## config.mk

```make
export PLATFORM = sky130hd
export DESIGN_NAME = mem_port_arbiter
export DESIGN_NICKNAME = d
export VERILOG_FILES = /design/src/rtl/mem_port_arbiter.sv
export SDC_FILE = /design/constraint.sdc
export NUM_CORES = 1
export LEC_CHECK = 0
export ABC_CLOCK_PERIOD_IN_PS = 13600
export BUFFER_PORTS_ARGS = -buffer_cell sky130_fd_sc_hd__buf_2
export CAP_MARGIN = 20
export CORE_AREA = 10 10 281 283
export CTS_BUF_LIST = sky130_fd_sc_hd__clkbuf_2
export DETAILED_ROUTE_END_ITERATION = 12
export DIE_AREA = 0 0 291 293
export HOLD_SLACK_MARGIN = 0.05
export PLACE_DENSITY = 0.48
export SYNTH_ARGS = -nofsm -noshare
export SYNTH_HDL_FRONTEND = slang
export SYNTH_SLANG_ARGS = --single-unit
```

## constraint.sdc

```tcl
create_clock -name clock -period 13.6 [get_ports clock]
set_clock_uncertainty 0.2 [all_clocks]
set_input_delay 2.04 -clock clock [delete_from_list [all_inputs] [get_ports clock]]
set_output_delay 2.04 -clock clock [all_outputs]
set_load 0.05 [all_outputs]
```

## src/rtl/mem_port_arbiter.sv

```systemverilog
// mem_port_arbiter
//   Shares one block-wide main memory port between the instruction cache
//   controller (read-only refills) and the data cache controller (refills
//   and dirty-block writebacks). Each cache sees the same read/write/
//   busywait handshake it would see on a private memory. Transactions are
//   serialised, returned blocks are registered per side, and contended
//   requests alternate so neither side starves.
//
// Ports
//   clock, reset         : system clock (posedge), async active-high reset
//   i_mem_read           : instruction block read request
//   i_mem_address        : instruction block address
//   i_mem_readdata       : registered block returned to the instruction side
//   i_mem_busywait       : instruction-side stall
//   d_mem_read/_write    : data block read / writeback request
//   d_mem_address        : data block address
//   d_mem_writedata      : writeback block
//   d_mem_readdata       : registered block returned to the data side
//   d_mem_busywait       : data-side stall
//   mem_read/_write      : memory strobes, held for the whole access
//   mem_address          : memory block address
//   mem_writedata        : memory write block
//   mem_readdata         : memory read block
//   mem_busywait         : memory busy, high while an access is in progress
//
// state     | meaning
// ----------+-----------------------------------------------------
// S_IDLE    | no grant; requests evaluated every posedge
// S_GRANT_I | instruction side owns the memory port
// S_GRANT_D | data side owns the memory port
// S_DONE_I  | one-cycle completion, i_mem_busywait released
// S_DONE_D  | one-cycle completion, d_mem_busywait released
module mem_port_arbiter #(
  parameter int ADDR_WIDTH  = 28,
  parameter int BLOCK_WIDTH = 128,
  parameter bit D_FIRST     = 1'b1
) (
  input  logic                   clock,
  input  logic                   reset,
  input  logic                   i_mem_read,
  input  logic [ADDR_WIDTH-1:0]  i_mem_address,
  output logic [BLOCK_WIDTH-1:0] i_mem_readdata,
  output logic                   i_mem_busywait,
  input  logic                   d_mem_read,
  input  logic                   d_mem_write,
  input  logic [ADDR_WIDTH-1:0]  d_mem_address,
  input  logic [BLOCK_WIDTH-1:0] d_mem_writedata,
  output logic [BLOCK_WIDTH-1:0] d_mem_readdata,
  output logic                   d_mem_busywait,
  output logic                   mem_read,
  output logic                   mem_write,
  output logic [ADDR_WIDTH-1:0]  mem_address,
  output logic [BLOCK_WIDTH-1:0] mem_writedata,
  input  logic [BLOCK_WIDTH-1:0] mem_readdata,
  input  logic                   mem_busywait
);

  typedef enum logic [2:0] {
    S_IDLE, S_GRANT_I, S_GRANT_D, S_DONE_I, S_DONE_D
  } state_t;

  typedef enum logic [1:0] {LG_NONE, LG_I, LG_D} last_t;

  state_t                 r_state;
  state_t                 w_next;
  last_t                  r_last;
  logic                   r_seen_busy;
  logic                   r_mem_read;
  logic                   r_mem_write;
  logic [ADDR_WIDTH-1:0]  r_address;
  logic [BLOCK_WIDTH-1:0] r_writedata;
  logic [BLOCK_WIDTH-1:0] r_i_readdata;
  logic [BLOCK_WIDTH-1:0] r_d_readdata;

  logic w_req_i;
  logic w_req_d;
  logic w_complete;

  assign w_req_i = i_mem_read;
  assign w_req_d = d_mem_read | d_mem_write;

  // Memory may not raise busywait on the first granted cycle, so completion
  // requires having seen it high at least once.
  assign w_complete = r_seen_busy & ~mem_busywait;

  always_ff @(posedge clock or posedge reset) begin
    if (reset) r_state <= S_IDLE;
    else       r_state <= w_next;
  end

  always_comb begin
    w_next = r_state;
    case (r_state)
      S_IDLE: begin
        if (w_req_i && w_req_d) begin
          if (r_last == LG_I)      w_next = S_GRANT_D;
          else if (r_last == LG_D) w_next = S_GRANT_I;
          else                     w_next = D_FIRST ? S_GRANT_D : S_GRANT_I;
        end else if (w_req_d) begin
          w_next = S_GRANT_D;
        end else if (w_req_i) begin
          w_next = S_GRANT_I;
        end
      end
      S_GRANT_I: if (w_complete) w_next = S_DONE_I;
      S_GRANT_D: if (w_complete) w_next = S_DONE_D;
      default:   w_next = S_IDLE;
    endcase
  end

  always_ff @(posedge clock or posedge reset) begin
    if (reset) begin
      r_last       <= LG_NONE;
      r_seen_busy  <= 1'b0;
      r_mem_read   <= 1'b0;
      r_mem_write  <= 1'b0;
      r_address    <= '0;
      r_writedata  <= '0;
      r_i_readdata <= '0;
      r_d_readdata <= '0;
    end else begin
      case (r_state)
        S_IDLE: begin
          if (w_next == S_GRANT_I) begin
            r_address   <= i_mem_address;
            r_mem_read  <= 1'b1;
            r_mem_write <= 1'b0;
            r_seen_busy <= 1'b0;
          end else if (w_next == S_GRANT_D) begin
            // read+write together is a writeback
            r_address   <= d_mem_address;
            r_writedata <= d_mem_writedata;
            r_mem_write <= d_mem_write;
            r_mem_read  <= ~d_mem_write;
            r_seen_busy <= 1'b0;
          end
        end
        S_GRANT_I, S_GRANT_D: begin
          if (w_complete) begin
            r_mem_read  <= 1'b0;
            r_mem_write <= 1'b0;
            r_seen_busy <= 1'b0;
            if (r_state == S_GRANT_I) begin
              r_last <= LG_I;
              if (r_mem_read) r_i_readdata <= mem_readdata;
            end else begin
              r_last <= LG_D;
              if (r_mem_read) r_d_readdata <= mem_readdata;
            end
          end else if (mem_busywait) begin
            r_seen_busy <= 1'b1;
          end
        end
        default: ;
      endcase
    end
  end

  assign mem_read       = r_mem_read;
  assign mem_write      = r_mem_write;
  assign mem_address    = r_address;
  assign mem_writedata  = r_writedata;
  assign i_mem_readdata = r_i_readdata;
  assign d_mem_readdata = r_d_readdata;

  // Stalls are released only in the side's own DONE cycle; reset forces
  // them low so a requester never stalls on a held-in-reset arbiter.
  assign i_mem_busywait = ~reset & w_req_i & (r_state != S_DONE_I);
  assign d_mem_busywait = ~reset & w_req_d & (r_state != S_DONE_D);

endmodule

```

==> flow_metrics.py, run 1 <==
metrics = {
    "outcome": {
        "status": "complete, no violations",
    },
    "final_layout": {
        "fin_cells": 2878,
        "syn_to_final_growth_pct": 32.99,
        "drive_gt1_frac": 0.6872,
        "fin_nets": 2144,
    },
    "hold_path": {
        "hold_class": "reg -> reg",
        "min_to": "mem_address[15]",
        "min-delay-start": "mem_address[15]",
        "holdPathStages": 2,
    },
    "timing": {
        "min_period_ps": 5393,
        "fmaxAchievable_mhz": 185.4,
        "rsz0062_at_grt": "false",
        "min_period_over_period": 0.3966,
        "final.setup.worst_slack_ps": 8207,
        "setup_violations": 0,
        "setup_tns_ps": 0,
        "hold_viol_final": 0,
        "maxSlewHeadroom": 0.3179,
        "slew_viol_final": 0,
        "tightest_slew_ps": 1023,
    },
    "grt": {
        "grt_max_degree": 146,
        "grt_pass1_wl_um": 86090,
        "use_met1": 0.1410,
        "first_global_vias": 13030,
        "met2_usage": 0.2301,
        "gr-usage-met3": 0.04795,
        "grt_busiest_layer": "met2",
        "antenna_found_initial": 8,
        "grt_overflow": 0,
        "grt_usage": 0.1312,
    },
    "cts": {
        "cts_tree": "yes",
        "clockRootBuffer": "clkbuf_2",
        "post_cts_buffers": 0,
        "numCtsBuffers": 114,
        "cts.repair.resized": 0,
        "clock_path_buffers": 3,
        "hold_buffers": 0,
        "numClockSinks": 420,
        "cts.reportedPaths.clkPinSlew_ps": 80,
        "htreeDepth": 3,
        "insertion_delay_ps": 1120,
    },
    "power": {
        "clock_power_share": 0.131,
        "power_density_nw_per_um2": 296.4,
        "p_switching_mw": 3.481,
        "irDropWorstVdd_mv": 0.2285,
        "power.leakage_nw": 11.76,
        "switching_share": 0.5298,
        "sequentialPowerShare": 0.316,
        "combPwrFrac": 0.554,
        "power_report.internal_total_mw": 3.090,
    },
    "critical_path": {
        "r2r_end": "mem_writedata[8]",
        "critPathKind": "in -> out",
        "ff2ff_path_depth": 4,
        "cp_max_fo": 25,
        "r2r_slack_ps": 10290,
        "worstPathRequired_ps": 11360,
        "critical_path_arrival_ps": 3150,
        "cp-start-kind": "input port",
        "worst_setup_path_end_kind": "primary output",
        "r2r_start": "r_state[0]",
    },
    "route": {
        "ant_nets": 0,
        "viasPerCell": 4.064,
        "wl_per_cell_um": 20.29,
        "detail_route.wirelength_um": 58410,
        "drc": 0,
        "num_vias": 11700,
        "firstDrtPassIters": 5,
        "drtIter0Drc": 476,
    },
    "floorplanning": {
        "coreArea_um2": 73570,
        "die_h_um": 293,
        "ioPinCount": 734,
        "die-area_um2": 85260,
        "row_count": 100,
        "initial_utilization": 0.2266,
        "die_w_um": 291,
    },
    "placed_design": {
        "hpwl_um": 44880,
        "place.gp.congestion": 0.8305,
        "pre_cts_ws_ps": 8140,
        "dpl.cell_count": 2679,
        "io_buffer_count": 733,
    },
    "yosys": {
        "synth_flop_cell": "dfrtp_1",
        "ys_seq_area_frac": 0.6304,
        "yosysTopAreaCellShare": 0.6304,
        "synth_area_um2": 16670,
        "synth_warnings": 0,
        "synthTopCellsByArea": "dfrtp_1, mux2_2, mux2_4, buf_6, nand2_1",
        "ys_types": 32,
        "synth_seq_cells": 420,
        "avgSynthCellArea_um2": 16.28,
        "yosys.area.top_type": "dfrtp_1",
        "synth_nets": 1342,
        "async_flop_share": 1.000,
        "synth-edff-count": 0,
        "synth_cells": 1024,
    },
    "job": {
        "cap_violations": 0,
    },
}
## final cells by class
type / instances / area, um^2
fill: 7696 / 51400
timing repair buffer: 747 / 3786
multi-input combinational: 538 / 5663
sequential: 420 / 10510
clock inverter: 38 / 195.2
tap: 969 / 1212
antenna: 10 / 25.02
clock buffer: 151 / 755.7
inverter: 5 / 22.52
## kinds of logic after synthesis
group                  synth area share
and+or+nand+nor                 0.03167
buffers and inverters           0.03265
DFF                              0.6304
AOI/OAI and AO/OA               0.01816
muxes                            0.2871
## flip-flops by register name, indices dropped and copies added, names as in the netlist
register,flops
r_state,3
r_last,2
mem_address,28
mem_writedata,128
r_seen_busy,1
d_mem_readdata,128
i_mem_readdata,128
mem_write,1
mem_read,1
## worst max-delay path by stage
stage          start  cells after the start  slack (ps)        endpoint
6_report       reset                      4        8210  d_mem_busywait
5_1_grt        reset                      4        8050  d_mem_busywait
4_1_cts        reset                      4        8140  d_mem_busywait
3_5_place_dp   reset                      4        8140  d_mem_busywait
3_3_place_gp   reset                      4        8170  d_mem_busywait
2_1_floorplan  reset                      2        2160  d_mem_busywait
## critical path, stage by stage
cell and delay (ps):
buf_2 120, clkinvlp_4 470, o311a_1 310, buf_2 210
## per-layer routing
| layer | share of wire | wire [um] | vias to the layer above |
|---|---|---|---|
| met2 | 0.52 | 30400 | 481 |
| met3 | 0.076 | 4435 | 126 |
| met4 | 0.032 | 1856 | 2 |
| li1 | - | - | 5294 |
| met1 | 0.37 | 21710 | 5792 |
| met5 | 0.00021 | 12 | - |
## layout by cell type, fill, tap and decap left out, types with 3 or more instances in the layout
cell type / Yosys / routed
nand2b_1: 3 / 3
nor2_1: 4 / 4
nand2_1: 64 / 63
dfrtp_1: 420 / 420
o21ai_0: 4 / 4
clkbuf_2: 0 / 151
clkinv_1: 0 / 26
o211ai_1: 28 / 28
buf_2: 12 / 733
mux2_2: 265 / 265
nand4_1: 28 / 28
mux2_4: 120 / 120
clkinv_2: 0 / 6
diode_2: 0 / 10
buf_4: 3 / 13
inv_1: 5 / 4
## cells in the mapped netlist, types with 2 or more instances
master / count
clkbuf_1: 10
nor2_1: 4
buf_6: 36
o21ai_0: 4
nand3_1: 3
nor2b_1: 2
nand2_1: 64
mux2_4: 120
nand4_1: 28
inv_1: 5
nand2b_1: 3
dfrtp_1: 420
buf_2: 12
buf_4: 3
o211ai_1: 28
mux2_2: 265
a21oi_1: 2
## power groups by stage
stage	combinational [mW]	clock [mW]	sequential [mW]
6_report	3.64	0.859	2.07
5_1_grt	3.79	0.991	2.14
4_1_cts	3.69	0.927	2.08
3_5_place_dp	3.69	0	2.09
3_3_place_gp	3.66	0	2.08
2_1_floorplan	0.905	0	3.91
## metrics by stage
stage,power (mW),hold slack [ps],util,area [um^2]
after floorplan,4.814,304.3,-,16670
after global placement,5.741,280.2,0.2881,21190
after detailed placement,5.781,280.7,0.2881,21190
after CTS,6.691,299.6,0.3010,22150
after global routing,6.923,312.1,0.3013,22170
final,6.571,302.6,0.3013,22170
(Power assumes the default switching activity.)
==> inputs of run 2 (changes only) <==
--- a/config.mk
+++ b/config.mk
@@ -5,13 +5,13 @@
 export SDC_FILE = /design/constraint.sdc
 export NUM_CORES = 1
 export LEC_CHECK = 0
-export ABC_CLOCK_PERIOD_IN_PS = 13600
+export ABC_CLOCK_PERIOD_IN_PS = 5500
 export BUFFER_PORTS_ARGS = -buffer_cell sky130_fd_sc_hd__buf_2
 export CAP_MARGIN = 20
-export CORE_AREA = 10 10 281 283
+export CORE_AREA = 10 10 274 276
 export CTS_BUF_LIST = sky130_fd_sc_hd__clkbuf_2
 export DETAILED_ROUTE_END_ITERATION = 12
-export DIE_AREA = 0 0 291 293
+export DIE_AREA = 0 0 284 286
 export HOLD_SLACK_MARGIN = 0.05
 export PLACE_DENSITY = 0.48
 export SYNTH_ARGS = -nofsm -noshare
==> constraint.sdc (replaced) <==
create_clock -name clock -period 5.5 [get_ports clock]
set_clock_uncertainty 0.2 [all_clocks]
set_input_delay 0.825 -clock clock [delete_from_list [all_inputs] [get_ports clock]]
set_output_delay 0.825 -clock clock [all_outputs]
set_load 0.05 [all_outputs]
==> run 2 against run 1 <==
Compared with the run above: core utilization increased by 7.1 points; final cell count increased by 12%; design area is 17% higher; global-route usage grew 1.6 points; wire length rose by 6.7%; sequential power grew 150%; die area decreased by 4.7%; clock-buffer cell count rose by 35; register-to-register slack lost 8300 ps; power increased to 2.6 times the previous value; first-iteration DRC count is 0.84% higher; flip-flop and latch count unchanged; critical path type unchanged; critical endpoint unchanged.
==> flow_metrics.py, run 2 (synthesis gave the netlist of run 1 again) <==
metrics = {
    "cts": {
        "numCtsBuffers": 116,
        "clock_path_buffers": 3,
        "cts.reportedPaths.clkPinSlew_ps": 100,
        "insertion_delay_ps": 1120,
        "numClockSinks": 420,
        "cts_tree": "yes",
        "htreeDepth": 3,
        "clockRootBuffer": "clkbuf_2",
    },
    "power": {
        "combPwrFrac": 0.559,
        "irDropWorstVdd_mv": 0.3704,
        "power_report.internal_total_mw": 8.222,
        "clock_power_share": 0.138,
        "power.leakage_nw": 13.41,
        "p_switching_mw": 8.778,
        "sequentialPowerShare": 0.303,
        "power_density_nw_per_um2": 656.0,
        "switching_share": 0.5164,
        "power_mw": 17.00,
    },
    "hold_path": {
        "holdPathStages": 3,
        "hold_class": "in -> reg",
    },
    "route": {
        "num_vias": 13170,
        "drc": 0,
        "firstDrtPassIters": 5,
        "detail_route.wirelength_um": 62310,
        "drtIter0Drc": 480,
        "viasPerCell": 4.085,
        "wl_per_cell_um": 19.32,
        "ant_nets": 0,
    },
    "critical_path": {
        "worst_setup_path_end_kind": "primary output",
        "r2r_start": "r_state[0]",
        "cp_max_fo": 32,
        "r2r_end": "mem_address[9]",
        "critPathLaunch": "reset",
        "critPathKind": "in -> out",
        "worstPathRequired_ps": 4470,
        "endpoint": "d_mem_busywait",
        "critical_path_arrival_ps": 3220,
        "ff2ff_path_depth": 7,
        "r2r_slack_ps": 2020,
        "cp-start-kind": "input port",
    },
    "grt": {
        "grt_usage": 0.1472,
        "grt_max_degree": 170,
        "grt_overflow": 0,
        "grt_pass1_wl_um": 93540,
        "antenna_found_initial": 5,
        "first_global_vias": 15000,
    },
    "timing": {
        "setup_violations": 0,
        "final.setup.worst_slack_ps": 1252,
        "setup_tns_ps": 0,
        "maxSlewHeadroom": 0.3024,
        "min_period_over_period": 0.7724,
        "hold_viol_final": 0,
        "fmaxAchievable_mhz": 235.4,
        "tightest_slew_ps": 1046,
        "rsz0062_at_grt": "false",
        "min_period_ps": 4248,
        "slew_viol_final": 0,
    },
    "outcome": {
        "status": "complete, no violations",
    },
    "floorplanning": {
        "die-area_um2": 81220,
        "initial_utilization": 0.2397,
        "die_h_um": 286,
        "coreArea_um2": 69540,
        "die_w_um": 284,
        "ioPinCount": 734,
        "row_count": 97,
    },
    "placed_design": {
        "io_buffer_count": 733,
        "place.gp.congestion": 0.8401,
        "hpwl_um": 45330,
        "pre_cts_ws_ps": 2102,
        "dpl.cell_count": 2650,
    },
    "final_layout": {
        "final_cell_mix": "buf_2, dfrtp_1, dlygate4sd3_1, mux2_2, clkbuf_2",
        "drive_gt1_frac": 0.5864,
        "fillers": 6852,
        "fin_nets": 2504,
        "fin_cells": 3225,
        "utilization": 0.3727,
        "multi_input_area_um2": 5664,
        "final_common_cell": "buf_2",
        "seqCellArea_um2": 10510,
        "syn_to_final_growth_pct": 55.46,
    },
    "job": {
        "cap_violations": 0,
    },
}
[run 2: cell count changes in the layout (fill, tap and decap cells not counted), sizes merged]
cell	before	now
bufinv	1	2
diode	10	5
clkbuf	151	186
clkinv	34	22
dlygate4sd3	0	358
inv	6	5
[run 2: layout make-up]
| type | count | share of cell area |
|---|---|---|
| Clock buffer | 186 | 0.03592 |
| Sequential cell | 420 | 0.4055 |
| Antenna cell | 5 | 0.0004828 |
| Inverter | 5 | 0.0008690 |
| Clock inverter | 26 | 0.006469 |
| Multi-Input combinational cell | 538 | 0.2186 |
| Timing Repair Buffer | 1105 | 0.2868 |
| Tap cell | 940 | 0.04538 |
[run 2: worst min-delay path by stage]
stage                             start                end  slack [ps]
global route            mem_readdata[2]  d_mem_readdata[2]          40
finish              d_mem_writedata[71]  mem_writedata[71]         280
floorplan                     r_last[0]          r_last[0]         300
CTS                  d_mem_writedata[7]   mem_writedata[7]          50
global placement        mem_address[17]    mem_address[17]         280
detailed placement    mem_writedata[85]  mem_writedata[85]         290
[run 2: worst max-delay path, cell delays in order]
cell and delay [ps]:
dlygate4sd3_1 530, buf_2 120, dlygate4sd3_1 590, clkinvlp_4 590, o311a_2 340, buf_2 220
[run 2: through the flow]
stage	hold slack [ps]	instance area [um^2]
2_1_floorplan	304.3	16680
3_3_place_gp	276.3	21220
3_5_place_dp	287.0	21220
4_1_cts	51.03	25900
5_1_grt	43.60	25920
6_report	277.9	25920
[run 2: repair_timing]
item,in CTS,in global routing
hold buffers,358,0
resized for setup,0,0
setup buffers,0,0
endpoints found under the hold margin,491,0
[run 2: power by group through the flow]
| stage | combinational [mW] | clock [mW] | sequential [mW] |
|---|---|---|---|
| finish | 9.51 | 2.35 | 5.15 |
| global route | 9.90 | 2.66 | 5.31 |
| CTS | 9.60 | 2.49 | 5.14 |
| detailed placement | 9.13 | 0 | 5.19 |
| global placement | 9.05 | 0 | 5.17 |
| floorplan | 2.24 | 0 | 9.67 |
[run 2: layer usage]
layer  share of wire  global-route usage
met1            0.37              0.1579
met2            0.53              0.2652
met3           0.068             0.04781
met4           0.031             0.05768
met5         0.00011                   0
==> inputs of run 3 (changes only) <==
--- a/config.mk
+++ b/config.mk
@@ -5,7 +5,7 @@
 export SDC_FILE = /design/constraint.sdc
 export NUM_CORES = 1
 export LEC_CHECK = 0
-export ABC_CLOCK_PERIOD_IN_PS = 5500
+export ABC_CLOCK_PERIOD_IN_PS = 4150
 export BUFFER_PORTS_ARGS = -buffer_cell sky130_fd_sc_hd__buf_2
 export CAP_MARGIN = 20
 export CORE_AREA = 10 10 274 276
==> constraint.sdc (replaced) <==
create_clock -name clock -period 4.15 [get_ports clock]
set_clock_uncertainty 0.2 [all_clocks]
set_input_delay 0.6225 -clock clock [delete_from_list [all_inputs] [get_ports clock]]
set_output_delay 0.6225 -clock clock [all_outputs]
set_load 0.05 [all_outputs]
==> run 3 against run 2 <==
Compared with the run above: the run now fails in clock tree synthesis (4_1_cts); area after synthesis unchanged; synthesized cell count unchanged.
==> flow_metrics.py, run 3 <==
metrics = {
    "outcome": {
        "status": "stopped before the end",
        "error": "[ERROR RSZ-0060] Max buffer count reached.",
        "haltStage": "clock tree synthesis (4_1_cts)",
    },
    "placed_design": {
        "hpwl_um": 46440,
        "place.gp.congestion": 0.8765,
        "io_buffer_count": 733,
        "placed_area_um2": 21310,
    },
    "cts": {
        "numCtsBuffers": 115,
        "htreeDepth": 3,
        "cts.repair.resized": 0,
        "numClockSinks": 420,
        "clock_path_buffers": 3,
        "post_cts_buffers": 0,
        "hold_buffers": 572,
        "clockRootBuffer": "clkbuf_2",
    },
    "yosys": {
        "synth_seq_cells": 420,
        "ys_types": 32,
        "synth_top_family_by_area": "multiplexers",
        "ys_seq_area_frac": 0.6304,
        "synthTopCellsByArea": "dfrtp_1, mux2_2, mux2_4, buf_6, nand2_1",
        "synth_warnings": 0,
        "synthMuxAreaShare": 0.2871,
        "synth_nets": 1342,
        "synth_commonest_cells": "dfrtp_1, mux2_2, mux2_4",
        "synth_flop_cell": "dfrtp_1",
        "synthXorXnorAreaFrac": 0,
        "yosysTopAreaCellShare": 0.6304,
        "synth-edff-count": 0,
        "avgSynthCellArea_um2": 16.28,
        "synth_adder_area_share": 0,
        "yosysMostFrequentCell": "dfrtp_1",
        "synth_cells": 1024,
        "async_flop_share": 1.000,
        "yosys.area_share.simple": 0.03167,
        "yosys.area.top_type": "dfrtp_1",
        "synth_compound_area_frac": 0.01816,
        "synth_area_um2": 16670,
    },
    "floorplanning": {
        "row_count": 97,
        "die_w_um": 284,
        "ioPinCount": 734,
        "die_h_um": 286,
        "initial_utilization": 0.2397,
    },
}
## run 3: per-stage QoR
step | setup slack (ps) | util | std cells
2_1_floorplan | -4152 | - | 1024
3_5_place_dp | 1265 | 0.3064 | 2655
3_3_place_gp | 1330 | 0.3061 | 2654
## run 3: kinds of logic after synthesis
logic type,Yosys count
buf+inv,66
mux,385
compound gates,42
simple gates,111
flops,420
==> inputs of run 4 (changes only) <==
==> config.mk (replaced) <==
export PLATFORM = sky130hd
export DESIGN_NAME = mem_port_arbiter
export DESIGN_NICKNAME = d
export VERILOG_FILES = /design/src/rtl/mem_port_arbiter.sv
export SDC_FILE = /design/constraint.sdc
export NUM_CORES = 1
export LEC_CHECK = 0
export ABC_CLOCK_PERIOD_IN_PS = 4150
export BUFFER_PORTS_ARGS = -buffer_cell sky130_fd_sc_hd__buf_2
export CAP_MARGIN = 20
export CORE_AREA = 10 10 278 280
export DETAILED_ROUTE_END_ITERATION = 12
export DIE_AREA = 0 0 288 290
export PLACE_DENSITY_LB_ADDON = 0.15
export SYNTH_ARGS = -nofsm -noshare
export SYNTH_HDL_FRONTEND = slang
export SYNTH_SLANG_ARGS = --single-unit
==> run 4 against run 3 <==
Compared with the run above: the flow now finishes without violations.
==> flow_metrics.py, run 4 (synthesis gave the netlist of run 1 again) <==
metrics = {
    "critical_path": {
        "critPathKind": "in -> out",
        "slowest_delay_ps": 540,
        "crit_family": "buffers and inverters",
        "cpMaxStageDelayCell": "dlygate4sd3_1",
        "critPathBufInv": 4,
        "cp-start-kind": "input port",
        "cp_max_fo": 14,
        "path_common_cell": "buf_2",
        "worst_setup_path_end_kind": "primary output",
        "worstPathRequired_ps": 3330,
        "cp_cell_sequence": "dlygate4sd3_1 -> buf_2 -> clkinvlp_4 -> o311a_2 -> buf_2",
        "critical_path_arrival_ps": 2110,
    },
    "route": {
        "detail_route.wirelength_um": 62130,
        "drtIter0Drc": 521,
        "ant_nets": 0,
        "num_vias": 11430,
        "wl_per_cell_um": 22.43,
        "firstDrtPassIters": 4,
        "viasPerCell": 4.125,
        "drc": 0,
    },
    "timing": {
        "fmaxAchievable_mhz": 341.0,
        "hold_viol_final": 0,
        "setup_violations": 0,
        "maxSlewHeadroom": 0.3248,
        "rsz0062_at_grt": "false",
        "min_period_ps": 2933,
        "min_period_over_period": 0.7066,
        "tightest_slew_ps": 1013,
        "slew_viol_final": 0,
    },
    "placed_design": {
        "dpl.cell_count": 2668,
        "hpwl_um": 47870,
        "placed_area_um2": 21360,
        "place.gp.congestion": 0.7826,
        "io_buffer_count": 733,
    },
    "cts": {
        "cts.repair.resized": 0,
        "numCtsBuffers": 50,
        "clockRootBuffer": "clkbuf_16",
        "htreeDepth": 2,
        "clock_path_buffers": 3,
        "numClockSinks": 420,
        "insertion_delay_ps": 580,
        "cts_tree": "yes",
        "cts.reportedPaths.clkPinSlew_ps": 50,
    },
    "final_layout": {
        "fillers": 7346,
        "utilization": 0.3238,
        "fin_nets": 2089,
        "fin_area_um2": 23110,
        "final_common_cell": "buf_2",
        "fin_cells": 2770,
        "final_cell_mix": "buf_2, dfrtp_1, mux2_2, mux2_4, nand2_1",
        "drive_gt1_frac": 0.6799,
        "syn_to_final_growth_pct": 38.63,
    },
    "floorplanning": {
        "die_w_um": 288,
        "ioPinCount": 734,
        "die-area_um2": 83520,
        "die_h_um": 290,
        "initial_utilization": 0.2336,
        "coreArea_um2": 71360,
        "row_count": 98,
    },
    "power": {
        "combPwrFrac": 0.517,
        "switching_share": 0.4913,
        "power_density_nw_per_um2": 1013,
        "power.leakage_nw": 11.98,
        "clock_power_share": 0.194,
        "p_switching_mw": 11.50,
        "irDropWorstVdd_mv": 0.4278,
        "power_report.internal_total_mw": 11.91,
        "sequentialPowerShare": 0.289,
    },
    "grt": {
        "grt_usage": 0.1427,
        "antenna_found_initial": 16,
        "first_global_vias": 12540,
        "grt_overflow": 0,
        "grt_max_degree": 157,
        "grt_pass1_wl_um": 89300,
    },
    "job": {
        "cap_violations": 0,
    },
    "outcome": {
        "status": "complete, no violations",
    },
    "hold_path": {
        "hold_class": "in -> reg",
    },
}
run 4: path summary, 6_finish.rpt:
| check | slack (ps) | start | depth (start not counted) | end |
|---|---|---|---|---|
| max | 1220 | reset | 5 | d_mem_busywait |
| min in group asynchronous | 420 | reset | 3 | r_seen_busy |
| min | 80 | d_mem_writedata[120] | 2 | mem_writedata[120] |
| min reg2reg | 290 | mem_address[15] | 2 | mem_address[15] |
| max in group asynchronous | 2010 | reset | 5 | mem_writedata[60] |
| max reg2reg | 1400 | r_state[0] | 4 | mem_writedata[71] |
run 4: per-layer routing:
layer | share of wire | track usage | up-vias
met5 | 0.0017 | 0 | -
met3 | 0.084 | 0.05303 | 101
met4 | 0.028 | 0.04805 | 16
met1 | 0.35 | 0.1446 | 5787
met2 | 0.54 | 0.2637 | 378
li1 | - | - | 5145
run 4: stage by stage:
stage	setup WS (ps)	total power, mW	hold slack (ps)	setup TNS [ps]
global placement	1296	18.99	276.9	0
finish	1217	23.41	75.11	0
detailed placement	1276	19.13	284.9	0
floorplan	-4152	15.77	304.3	-990000
global route	1102	24.52	30.88	0
CTS	1163	23.82	16.26	0
run 4: cell type report:
| class | instances | area, um^2 | share of cell area |
|---|---|---|---|
| clock inverters | 17 | 216.5 | 0.009366 |
| multi-input cells | 538 | 5664 | 0.2451 |
| clock buffers | 76 | 1500 | 0.06491 |
| repair buffers | 756 | 3989 | 0.1726 |
| inverters | 5 | 22.52 | 0.0009745 |
| diodes | 8 | 20.02 | 0.0008662 |
| flip-flops and latches | 420 | 10510 | 0.4548 |
| well taps | 950 | 1189 | 0.05143 |
run 4: power by group through the flow:
stage	combinational [mW]	sequential [mW]	clock, mW
2_1_floorplan	2.97	12.8	0
3_3_place_gp	12.2	6.79	0
3_5_place_dp	12.3	6.82	0
4_1_cts	12.3	6.78	4.72
5_1_grt	12.6	7.00	4.89
6_report	12.1	6.77	4.53
run 4: repair_timing:
item | 4_1_cts | 5_1_grt
setup buffers | 0 | 0
hold buffers | 1 | 0
setup endpoints to repair | 0 | 0
hold endpoints to repair | 8 | 0
